`src/rtl/line_event_encoder.sv`:
```
// Captures falling edges on an active-low 8-line bus and emits one 3-bit line code per event, lowest index first.
// Latency: line fall to valid is 2 cycles; sustained drain of 1 code per cycle while ready is held high.
// Backpressure: code and valid hold while ready=0, and new events keep accumulating in pending.
module line_event_encoder (
    input  logic       clk,
    input  logic       rst,
    input  logic [0:7] y_n,
    input  logic       en,
    output logic [2:0] code,
    output logic       valid,
    input  logic       ready,
    output logic [0:7] pending,
    output logic       overflow
);

    logic [0:7] y_q;
    logic [0:7] event_vec;
    logic [0:7] load_mask;
    logic [0:7] pending_nxt;
    logic [2:0] sel_idx;
    logic       slot_free;
    logic       do_load;
    logic       lost_event;

    assign event_vec = {8{en}} & y_q & ~y_n;
    assign slot_free = ~valid | ready;
    assign do_load   = slot_free & (|pending);

    always_comb begin
        sel_idx = 3'd0;
        for (int k = 7; k >= 0; k--) begin
            if (pending[k]) begin
                sel_idx = 3'(k);
            end
        end
    end

    always_comb begin
        load_mask = '0;
        if (do_load) begin
            load_mask[sel_idx] = 1'b1;
        end
    end

    // A fresh event on the line being loaded re-arms it instead of counting as lost.
    assign pending_nxt = (pending & ~load_mask) | event_vec;
    assign lost_event  = |(event_vec & pending & ~load_mask);

    always_ff @(posedge clk) begin
        y_q <= y_n;
        if (rst) begin
            pending  <= '0;
            valid    <= 1'b0;
            code     <= 3'd0;
            overflow <= 1'b0;
        end else begin
            pending <= pending_nxt;
            if (lost_event) begin
                overflow <= 1'b1;
            end
            if (slot_free) begin
                valid <= do_load;
                if (do_load) begin
                    code <= sel_idx;
                end
            end
        end
    end

endmodule

```
`config.mk`:
```
export PLATFORM = sky130hd
export DESIGN_NAME = line_event_encoder
export DESIGN_NICKNAME = d
export VERILOG_FILES = /design/src/rtl/line_event_encoder.sv
export SDC_FILE = /design/constraint.sdc
export NUM_CORES = 1
export LEC_CHECK = 0
export BUFFER_PORTS_ARGS = -buffer_cell sky130_fd_sc_hd__buf_2
export CAP_MARGIN = 10
export CELL_PAD_IN_SITES_DETAIL_PLACEMENT = 1
export CELL_PAD_IN_SITES_GLOBAL_PLACEMENT = 1
export CORE_UTILIZATION = 35
export DETAILED_ROUTE_END_ITERATION = 12
export PLACE_DENSITY = 0.83
export REMOVE_ABC_BUFFERS = 1
export SETUP_SLACK_MARGIN = 0.5
export SYNTH_ARGS = -nofsm -noshare
export SYNTH_HDL_FRONTEND = slang
export SYNTH_SLANG_ARGS = --single-unit
export TNS_END_PERCENT = 50
```
`constraint.sdc`:
```
create_clock -name clk -period 2.2 [get_ports clk]
set_input_delay 0.11 -clock clk [delete_from_list [all_inputs] [get_ports clk]]
set_output_delay 0.11 -clock clk [all_outputs]
set_load 0.02 [all_outputs]
```
# --- After elaboration in Yosys (flattened, before gate mapping) ---
# Cells that the tools add are included.
word_totals:
  out_inout_bits: 13
  reg_bits: 21
  word_cells: 34
classes:
  reduce_logical: 4
  mux: 11
  n_lt_le_gt_ge: 2
  bitwise: 12
op_table:
  columns: ["op", "n"]
  rows:
  - ["$and A8 B8 Y8", 5]
  - ["$mux W3", 8]
  - ["$not A8 Y8", 2]
  - ["$reduce_or A8 Y1", 2]
  - ["$mux W8", 1]
  - ["$or A8 B8 Y8", 1]
  - ["$ge A4 B4 Y1 const B", 1]
  - ["$lt A4 B1 Y1 const B", 1]
  - ["$not A3 Y4", 1]
  - ["$demux W1 S3", 1]
  - ["$reduce_and A2 Y1", 1]
  - ["$and A1 B1 Y1", 1]
  - ["$logic_and A1 B1 Y1", 1]
  - ["$mux W1", 1]
  - ["$not A1 Y1", 1]
  - ["$or A1 B1 Y1", 1]

# --- Longest topological paths before layout ---
# Gate-level depths: netlist (run 1).
logic_depth:
  word_depth: 17
  depth_mapped: 5
  mapped_depth_nobuf: 5

# --- Least setup slack after synthesis (run 1) ---
# Ideal clock, no wire load.
synth_timing:
  kind: "register to register"
  from: "register pending[2] (netlist name)"
  to: "register overflow"
  synth_period_minus_slack_ps: 1668
  arrival_ps: 1536
  path_slack_ps: 532
  stages_incl_launch_ff: 6
  n_path_buf: 0
  setup_ps: 132
  required_time_ps: 2068
  cell_sequence: "dfxtp_1 or4_4 nor2_4 nand2_2 o311ai_1 a31oi_1"
synth_via:
  elab_chain_cells: 12
  word_cells_on_any_way: 16
  classes_between: "order compare (2); mux (6); bitwise (5); reduce/logical (3)"
synth_rtl:
  columns: ["item", "line_no", "rtl"]
  rows:
  - ["from (decl)", "12", "output logic [0:7] pending,"]
  - ["from (signal assigned)", "57", "pending <= pending_nxt;"]
  - ["$mux W3 (3 in a row)", "32", "if (pending[k]) begin"]
  - ["$not A3 Y4 (implied by the code)", "41", "load_mask[sel_idx] = 1'b1;"]
  - ["$ge A4 B4 Y1 (implied by the code) / $lt A4 B1 Y1 (equally long branches)", "41", null]
  - ["$logic_and A1 B1 Y1 (implied by the code)", "41", null]
  - ["$mux W1 (implied by the code)", "41", null]
  - ["$demux W1 S3", "41", null]
  - ["$mux W8", "40", "if (do_load) begin"]
  - ["$not A8 Y8", "47", "assign lost_event = |(event_vec & pending & ~load_mask);"]
  - ["$and A8 B8 Y8 *", "47", null]
  - ["$reduce_or A8 Y1 *", "47", null]
  - ["to (signal assigned)", "55", "overflow <= 1'b0;"]
  - ["to (signal assigned)", "59", "overflow <= 1'b1;"]
  - ["to (decl)", "13", "output logic overflow"]
# Every way passes the cells marked *; elsewhere a longest branch is shown, timed or not.
# A chain may end at the register's enable or synchronous reset.

# --- Final worst setup path (run 1) ---
# Same ends and word-level chain as after synthesis.

==> out/qor.csv, run 1 <==
stage;metric;value;unit
power;power_density;661;mW/mm²
global_route;antenna_found_initial;0;
cells_and_area;seqCellArea;427;µm²
routing;vias_per_cell;5.26;
timing;setup_tns;0;ns
cells_and_area;multiInputGateArea;379;µm²
setup_path;slowest_delay;0.58;ns
floorplanning;die_width;49.7;µm
floorplanning;start_util;39.0;%
place;hpwl;1480;µm
synthesis;yosys.area_share.adder;0;%
setup_path;cp_max_fo;5;
synthesis;postSynthCellCount;85;
floorplanning;num_rows;16;
routing;num_vias;789;
floorplanning;die_area;0.00247;mm²
setup_path;cp.arrival;1.93;ns
synthesis;ys_seq_elements;21;
power;p_int;0.530;mW
global_route;grt_usage;18.9;%
place;dp_cells;134;
synthesis;synth_area_per_cell;9.36;µm²
cts;cts_root_buf;clkbuf_4;
timing;fin_crit_sh;79.3;%
timing;layout_min_cycle_time;1.74;ns
cells_and_area;fillers;249;
power;vdd_drop_max;0.481;mV
cts;clock-sinks;21;
timing;hold_viol;0;
routing;drc;0;
synthesis;muxShareOfSynthArea;0;%
outcome;outcome;finished clean;
timing;drv_slew;0;
synthesis;synth-compound-area-share;23.7;%
cts;clk_pin_slew_worst_paths;0.11;ns
timing;worst_clock_skew;0.00177;ns
place;gp_congestion;0.765;
floorplanning;die_y;49.7;µm
place;pre_cts_ws;0.459;ns
power;p_sw;0.202;mW
synthesis;yosys-top-cells-area;dfxtp_1 (53%), a21oi_1 (6.9%), nand3b_1 (6.6%);
global_route;grt_pass1_wl;3450;µm
synthesis;syn_area;796;µm²
timing;fmax;0.573;GHz
flow_run;drv_cap;0;
timing;worst_slew_pin_slew;0.407;ns
setup_path;required;2.39;ns
synthesis;synth_largest_area_cell;dfxtp_1;
setup_path;startpoint_type;flop;
power;seqPwrFrac;56.7;%
cts;htreeDepth;1;
routing;wl_per_cell;14.5;µm
synthesis;synthSimpleGateAreaFrac;21.1;%
synthesis;synth_cell_types;24;
min_path;hold_path.class;input port to flop;
power;p_leak;0.464;nW
setup_path;path_cells;or4_4 -> nor2_4 -> buf_4 -> a211oi_1 -> a31oi_1 -> a31oi_1;
cells_and_area;drive_gt1_share;34.1;%
cts;insertion_delay;0.30;ns
synthesis;synth_xor_area_share;0;%
cts;clockBufferDepth;2;
timing;grt_setup_unrepaired;yes;
cells_and_area;fin_util;54.2;%
cts;cts_inserted_buffers;3;
synthesis;yosysTopAreaCellShare;52.8;%
cells_and_area;num_antenna_cells;0;
routing;drt_iter0_markers;7;
power;clockPowerShare;25.1;%
setup_path;path_common_cell;a31oi_1;
setup_path;cpMaxStageDelayCell;or4_4;
timing;finalSetupViolCount;0;
timing;max_slew_margin;72.8;%
synthesis;yosysWarnings;0;
cells_and_area;layout.nets;136;
cts;cts_tree;yes;
setup_path;path_class;flop to flop;
global_route;grt_pass1_vias;758;
setup_path;endpoint_kind;flop;
synthesis;yosysSeqAreaShare;52.8;%
place;port_buffers;24;
floorplanning;core;0.00204;mm²
routing;firstDrtPassIters;4;
routing;antenna_left;0;
power;combPwrFrac;18.1;%
power;swShare;27.6;%
global_route;grt_overflow;0;
cells_and_area;syn_to_final_growth;39.2;%
global_route;grt_start_max_net_pins;15;
routing;finalWirelength;2170;µm
synthesis;synth_top_family_by_area;compound AO/OA/AOI/OAI gates;
floorplanning;ios;25;
cells_and_area;fin_cells;150;
timing;setup_ws;0.455;ns
cell usage in the layout, fill, tap and decap left out, types with 2 or more instances in the layout:
master and instances:
buf_2 24, o31ai_1 2, nand3b_1 7, a21oi_1 11
dlygate4sd3_1 8, clkbuf_4 3, dfxtp_2 2, a31oi_1 3
buf_4 4, inv_1 3, nor2b_1 2, a211oi_1 2
dfxtp_1 18, nor2_1 8, nand2_1 5, o21ai_0 4
metal layers:
layer,routed length [µm],vias up,global-route usage [%]
met4,25,0,7.14
met3,42,4,3.70
met2,1130,15,31.5
met5,0,-,0
met1,976,383,23.8
li1,-,387,-
what timing repair did:
action                     4_1_cts  5_1_grt
buffers inserted                 0        4
gates resized for setup          3        5
hold endpoints to repair         8        0
setup endpoints to repair        1        3
pin swaps                        0        4
hold buffers                     8        0
layout make-up:
class	count	share of cell area, %
Multi-Input combinational cell	59	34.2
Sequential cell	21	38.5
Clock buffer	4	2.37
Tap cell	27	3.05
Timing Repair Buffer	36	20.8
Inverter	3	1.02
logic make-up (layout without fill, tap and decap cells):
family,Yosys count,in the layout
simple gates,29,29
buf+inv,5,43
compound gates,30,30
flops,21,21
synthesized netlist by cell type:
master,count
a2111o_1,1
a211oi_1,2
a21oi_1,11
a31oi_1,3
clkbuf_1,2
dfxtp_1,21
inv_1,3
nand2_1,5
nand2_2,1
nand2b_1,1
nand3b_1,7
nor2_1,8
nor2_4,1
nor2b_1,3
nor4_1,1
o21ai_0,4
o21ai_1,1
o22ai_1,1
o311ai_1,1
o31ai_1,3
o32ai_1,1
o41ai_1,2
or2_2,1
or4_4,1
registers in the layout, summed over array words and instances (netlist names):
name,count
y_q,8
pending,8
code,3
overflow,1
valid,1
critical path, delay by kind of cell (launching register included):
kind	cells	cell delay (ns)
compound gates	3	0.37
buf+inv	1	0.12
flops	1	0.38
simple gates	2	0.75
path summary, 6_finish.rpt:
| path | start | endpoint | slack, ns | depth (start not counted) |
|---|---|---|---|---|
| max | pending[2] | overflow | 0.46 | 6 |
| min | rst | pending[6] | 0.14 | 2 |
| max reg2reg | pending[2] | overflow | 0.46 | 6 |
| min reg2reg | code[1] | code[1] | 0.46 | 2 |
power groups by stage:
stage                     registers (mW)  clock network (mW)  logic (mW)
after floorplan                    0.438                   0      0.0504
after global placement             0.423                   0       0.104
after detailed placement           0.424                   0       0.108
after CTS                          0.416               0.191       0.119
after global routing               0.418               0.203       0.145
final                              0.415               0.184       0.133
metrics by stage:
stage | instance area [µm²] | hold WS [ns] | total power, mW
floorplan | 788 | 0.138 | 0.488
global placement | 942 | 0.223 | 0.527
detailed placement | 942 | 0.225 | 0.532
CTS | 1060 | 0.129 | 0.727
global route | 1110 | 0.152 | 0.767
finish | 1110 | 0.145 | 0.732
Power figures use the tool's default switching activity.
==> inputs of run 2 (changes only) <==
--- a/config.mk
+++ b/config.mk
@@ -5,13 +5,14 @@
 export SDC_FILE = /design/constraint.sdc
 export NUM_CORES = 1
 export LEC_CHECK = 0
+export ABC_AREA = 1
 export BUFFER_PORTS_ARGS = -buffer_cell sky130_fd_sc_hd__buf_2
 export CAP_MARGIN = 10
 export CELL_PAD_IN_SITES_DETAIL_PLACEMENT = 1
 export CELL_PAD_IN_SITES_GLOBAL_PLACEMENT = 1
-export CORE_UTILIZATION = 35
+export CORE_UTILIZATION = 32
 export DETAILED_ROUTE_END_ITERATION = 12
-export PLACE_DENSITY = 0.83
+export PLACE_DENSITY = 0.81
 export REMOVE_ABC_BUFFERS = 1
 export SETUP_SLACK_MARGIN = 0.5
 export SYNTH_ARGS = -nofsm -noshare
==> constraint.sdc (replaced) <==
create_clock -name clk -period 1.5 [get_ports clk]
set_input_delay 0.075 -clock clk [delete_from_list [all_inputs] [get_ports clk]]
set_output_delay 0.075 -clock clk [all_outputs]
set_load 0.02 [all_outputs]
==> out/qor.csv, run 2 <==
stage;metric;value;unit;change
cells_and_area;layout_common_cells;nand2_1 (24), nor2_1 (23), buf_2 (21), buf_4 (18), dfxtp_1 (13);;was buf_2 (24), dfxtp_1 (18), a21oi_1 (11), nor2_1 (8), dlygate4sd3_1 (8)
setup_path;path_buf_inv;2;;was 1
routing;antenna_left;0;;unchanged
setup_path;critPathLaunch;pending[6];;was pending[2]
timing;layout_min_cycle_time;1.55;ns;was 1.74 ns
cts;clockBufferDepth;2;;unchanged
floorplanning;start_util;33.9;%;was 39.0%
timing;max_slew_margin;82.0;%;was 72.8%
power;seqPwrFrac;43.9;%;was 56.7%
power;clockPowerShare;20.1;%;was 25.1%
setup_path;cp.depth;14;;was 6
cells_and_area;syn_to_final_growth;60.0;%;was 39.2%
setup_path;reg2reg_to;overflow;;unchanged
synthesis;synth_edf_count;0;;unchanged
cts;clk_pin_slew_worst_paths;0.12;ns;was 0.11 ns
synthesis;synth_largest_area_cell;dfxtp_1;;unchanged
setup_path;startpoint_type;flop;;unchanged
routing;wl_per_cell;15.2;µm;was 14.5 µm
power;p_sw;0.506;mW;was 0.202 mW
setup_path;cp_max_fo;4;;was 5
place;hpwl;2120;µm;was 1480 µm
min_path;hold_path.class;input port to flop;;unchanged
timing;fin_crit_sh;103;%;was 79.3%
synthesis;async_reset_ff_share;0;%;unchanged
cells_and_area;seqCellArea;438;µm²;was 427 µm²
timing;drv_slew;0;;unchanged
synthesis;ys_seq_elements;21;;unchanged
timing;hold_viol;0;;unchanged
timing;grt_setup_unrepaired;yes;;unchanged
setup_path;endpoint_kind;flop;;unchanged
global_route;grt_usage;21.2;%;was 18.9%
setup_path;path_common_cell;nand2_1;;was a31oi_1
floorplanning;die_y;56.3;µm;was 49.7 µm
cells_and_area;drive_gt1_share;46.8;%;was 34.1%
timing;finalSetupViolCount;1;;was 0
setup_path;required;1.71;ns;was 2.39 ns
synthesis;synth_most_common_cell;nand2_1;;was dfxtp_1
cells_and_area;fillers;347;;was 249
global_route;grt_start_max_net_pins;14;;was 15
setup_path;rrSetupSlack;-0.05;ns;was 0.46 ns
setup_path;path_cells;inv_4 -> nand2_2 -> nand2_2 -> nand2_1 -> nand2_1 -> nand2_2 -> nand2_4 -> nand4_1 -> nand2_1 -> nand2_1 -> inv_1 -> nand2_1 -> nor2_1 -> nor2_1;;was or4_4 -> nor2_4 -> buf_4 -> a211oi_1 -> a31oi_1 -> a31oi_1
power;swShare;35.4;%;was 27.6%
cts;insertion_delay;0.32;ns;was 0.30 ns
setup_path;path_class;flop to flop;;unchanged
timing;fmax;0.646;GHz;was 0.573 GHz
cts;htreeDepth;1;;unchanged
power;p_int;0.925;mW;was 0.530 mW
setup_path;cpMaxStageDelayCell;dfxtp_4;;was or4_4
cells_and_area;layout.nets;201;;was 136
setup_path;slowest_delay;0.39;ns;was 0.58 ns
routing;drt_iter0_markers;15;;was 7
floorplanning;ios;25;;unchanged
cts;cts_root_buf;clkbuf_4;;unchanged
outcome;outcome;complete, but fails checks;;was finished clean
floorplanning;die_width;56.3;µm;was 49.7 µm
cells_and_area;reg.largest.list;pending: 8 flops, y_q: 8 flops, code: 3 flops;;unchanged
timing;holdWs;0.0621;ns;was 0.145 ns
cells_and_area;multiInputGateArea;558;µm²;was 379 µm²
synthesis;postSynthCellCount;133;;was 85
synthesis;yosys-top-cells-area;dfxtp_1 (45%), nand2_1 (14%), nor2_1 (10%);;was dfxtp_1 (53%), a21oi_1 (6.9%), nand3b_1 (6.6%)
timing;worst_slew_pin_slew;0.269;ns;was 0.407 ns
routing;vias_per_cell;4.89;;was 5.26
synthesis;yosysTopAreaCellShare;44.6;%;was 52.8%
cells_and_area;num_antenna_cells;0;;unchanged
global_route;grt_overflow;0;;unchanged
cts;cts_tree;yes;;unchanged
synthesis;yosysSeqAreaShare;44.6;%;was 52.8%
floorplanning;die_area;0.00317;mm²;was 0.00247 mm²
power;p_leak;0.718;nW;was 0.464 nW
cts;clock-sinks;21;;unchanged
synthesis;synth_common_cells;nand2_1 (36), nor2_1 (26), dfxtp_1 (21);;was dfxtp_1 (21), a21oi_1 (11), nor2_1 (8)
place;pre_cts_ws;-0.0669;ns;was 0.459 ns
synthesis;synth_area_per_cell;7.08;µm²;was 9.36 µm²
routing;drc;0;;unchanged
synthesis;synth_cell_types;18;;was 24
synthesis;synth-main-ff-cell;dfxtp_1;;unchanged
cells_and_area;layout_commonest_cell;nand2_1;;was buf_2
routing;finalWirelength;3320;µm;was 2170 µm
synthesis;yosysWarnings;0;;unchanged
global_route;antenna_found_initial;0;;unchanged
power;combPwrFrac;36.1;%;was 18.1%
setup_path;ff2ff_path_depth;14;;was 6
timing;worst_clock_skew;0.00599;ns;was 0.00177 ns
global_route;grt_pass1_wl;5090;µm;was 3450 µm
setup_path;critPathTopFamily;simple AND/OR/NAND/NOR gates;;unchanged
flow_run;drv_cap;0;;unchanged
synthesis;syn_area;942;µm²;was 796 µm²
timing;setup_ws;-0.0473;ns;was 0.455 ns
place;port_buffers;24;;unchanged
global_route;grt_pass1_vias;1125;;was 758
power;vdd_drop_max;0.587;mV;was 0.481 mV
floorplanning;num_rows;19;;was 16
place;gp_congestion;0.862;;was 0.765
setup_path;r2r-start;pending[6];;was pending[2]
outcome;violations;negative setup slack;;
setup_path;cp.arrival;1.76;ns;was 1.93 ns
power;power_density;950;mW/mm²;was 661 mW/mm²
floorplanning;core;0.00278;mm²;was 0.00204 mm²
cts;cts_inserted_buffers;3;;unchanged
routing;num_vias;1072;;was 789
setup_path;crit_path_end;overflow;;unchanged
routing;firstDrtPassIters;4;;unchanged
## run 2: cell count changes in the layout (fill, tap and decap cells not counted), moves of 4 or more
cell,previous run,this run
nand3_1,0,6
nor2_4,1,7
nand2_4,0,5
nor2_1,8,23
nand2_1,5,24
a21oi_2,0,4
inv_1,3,12
buf_6,0,6
dfxtp_1,18,13
buf_4,4,18
nand2_2,1,9
a21oi_1,11,6
nand3b_1,7,1
## run 2: per-stage QoR
step	utilization, %	instance area (µm²)	TNS [ns]	total power, mW	std cells
6_report	54.2	1510	-0.0473	1.43	219
4_1_cts	51.1	1420	0	1.36	217
5_1_grt	54.2	1510	-0.296	1.50	219
2_1_floorplan	-	927	-0.0312	0.851	131
3_3_place_gp	42.0	1170	-0.0116	0.977	197
3_5_place_dp	42.0	1170	-0.0669	0.994	197
## run 2: final cells by class
type | instances | share of cell area, %
multi-input combinational | 95 | 37.0
timing repair buffer | 53 | 25.7
tap | 31 | 2.57
inverter | 15 | 3.90
clock buffer | 4 | 1.74
sequential | 21 | 29.0
## run 2: what timing repair did
| action | in CTS | in global routing |
|---|---|---|
| resized for setup | 33 | 20 |
| setup endpoints to repair | 20 | 21 |
| pin swaps | 13 | 10 |
| buffers inserted | 8 | 2 |
| hold endpoints to repair | 8 | 0 |
| hold buffers | 8 | 0 |
## run 2: how the worst min path moves through the flow
stage,cells past startpoint,startpoint,endpoint,slack (ns)
after floorplan,0,y_n[0],y_q[0],0.10
after global placement,1,y_n[1],y_q[1],0.19
after detailed placement,1,y_n[1],y_q[1],0.19
after CTS,4,y_n[7],pending[7],0.05
after global routing,4,y_n[0],pending[0],0.07
final,4,y_n[2],pending[2],0.06
## run 2: power groups by stage
stage	registers [mW]	logic (mW)	clock network, mW
global placement	0.633	0.344	0
global route	0.632	0.552	0.313
finish	0.628	0.516	0.288
floorplan	0.675	0.176	0
CTS	0.626	0.444	0.290
detailed placement	0.636	0.358	0
## run 2: cell families after synthesis
group | count (synthesis) | share of synthesized area (%)
and+or+nand+nor | 82 | 40.4
AOI/OAI and AO/OA | 13 | 7.44
DFF | 21 | 44.6
buffers and inverters | 17 | 7.57
## run 2: metal layers
metal | wire length (µm) | vias up | GRT usage (%)
li1 | - | 524 | -
met1 | 1360 | 503 | 22.5
met2 | 1720 | 32 | 41.0
met3 | 95 | 13 | 3.00
met4 | 138 | 0 | 9.41
met5 | 0 | - | 0
## run 2: worst min-delay path: stages
cell and delay, ns:
buf_2 0.09, nor2_1 0.04, nand2_1 0.08, a21oi_1 0.07
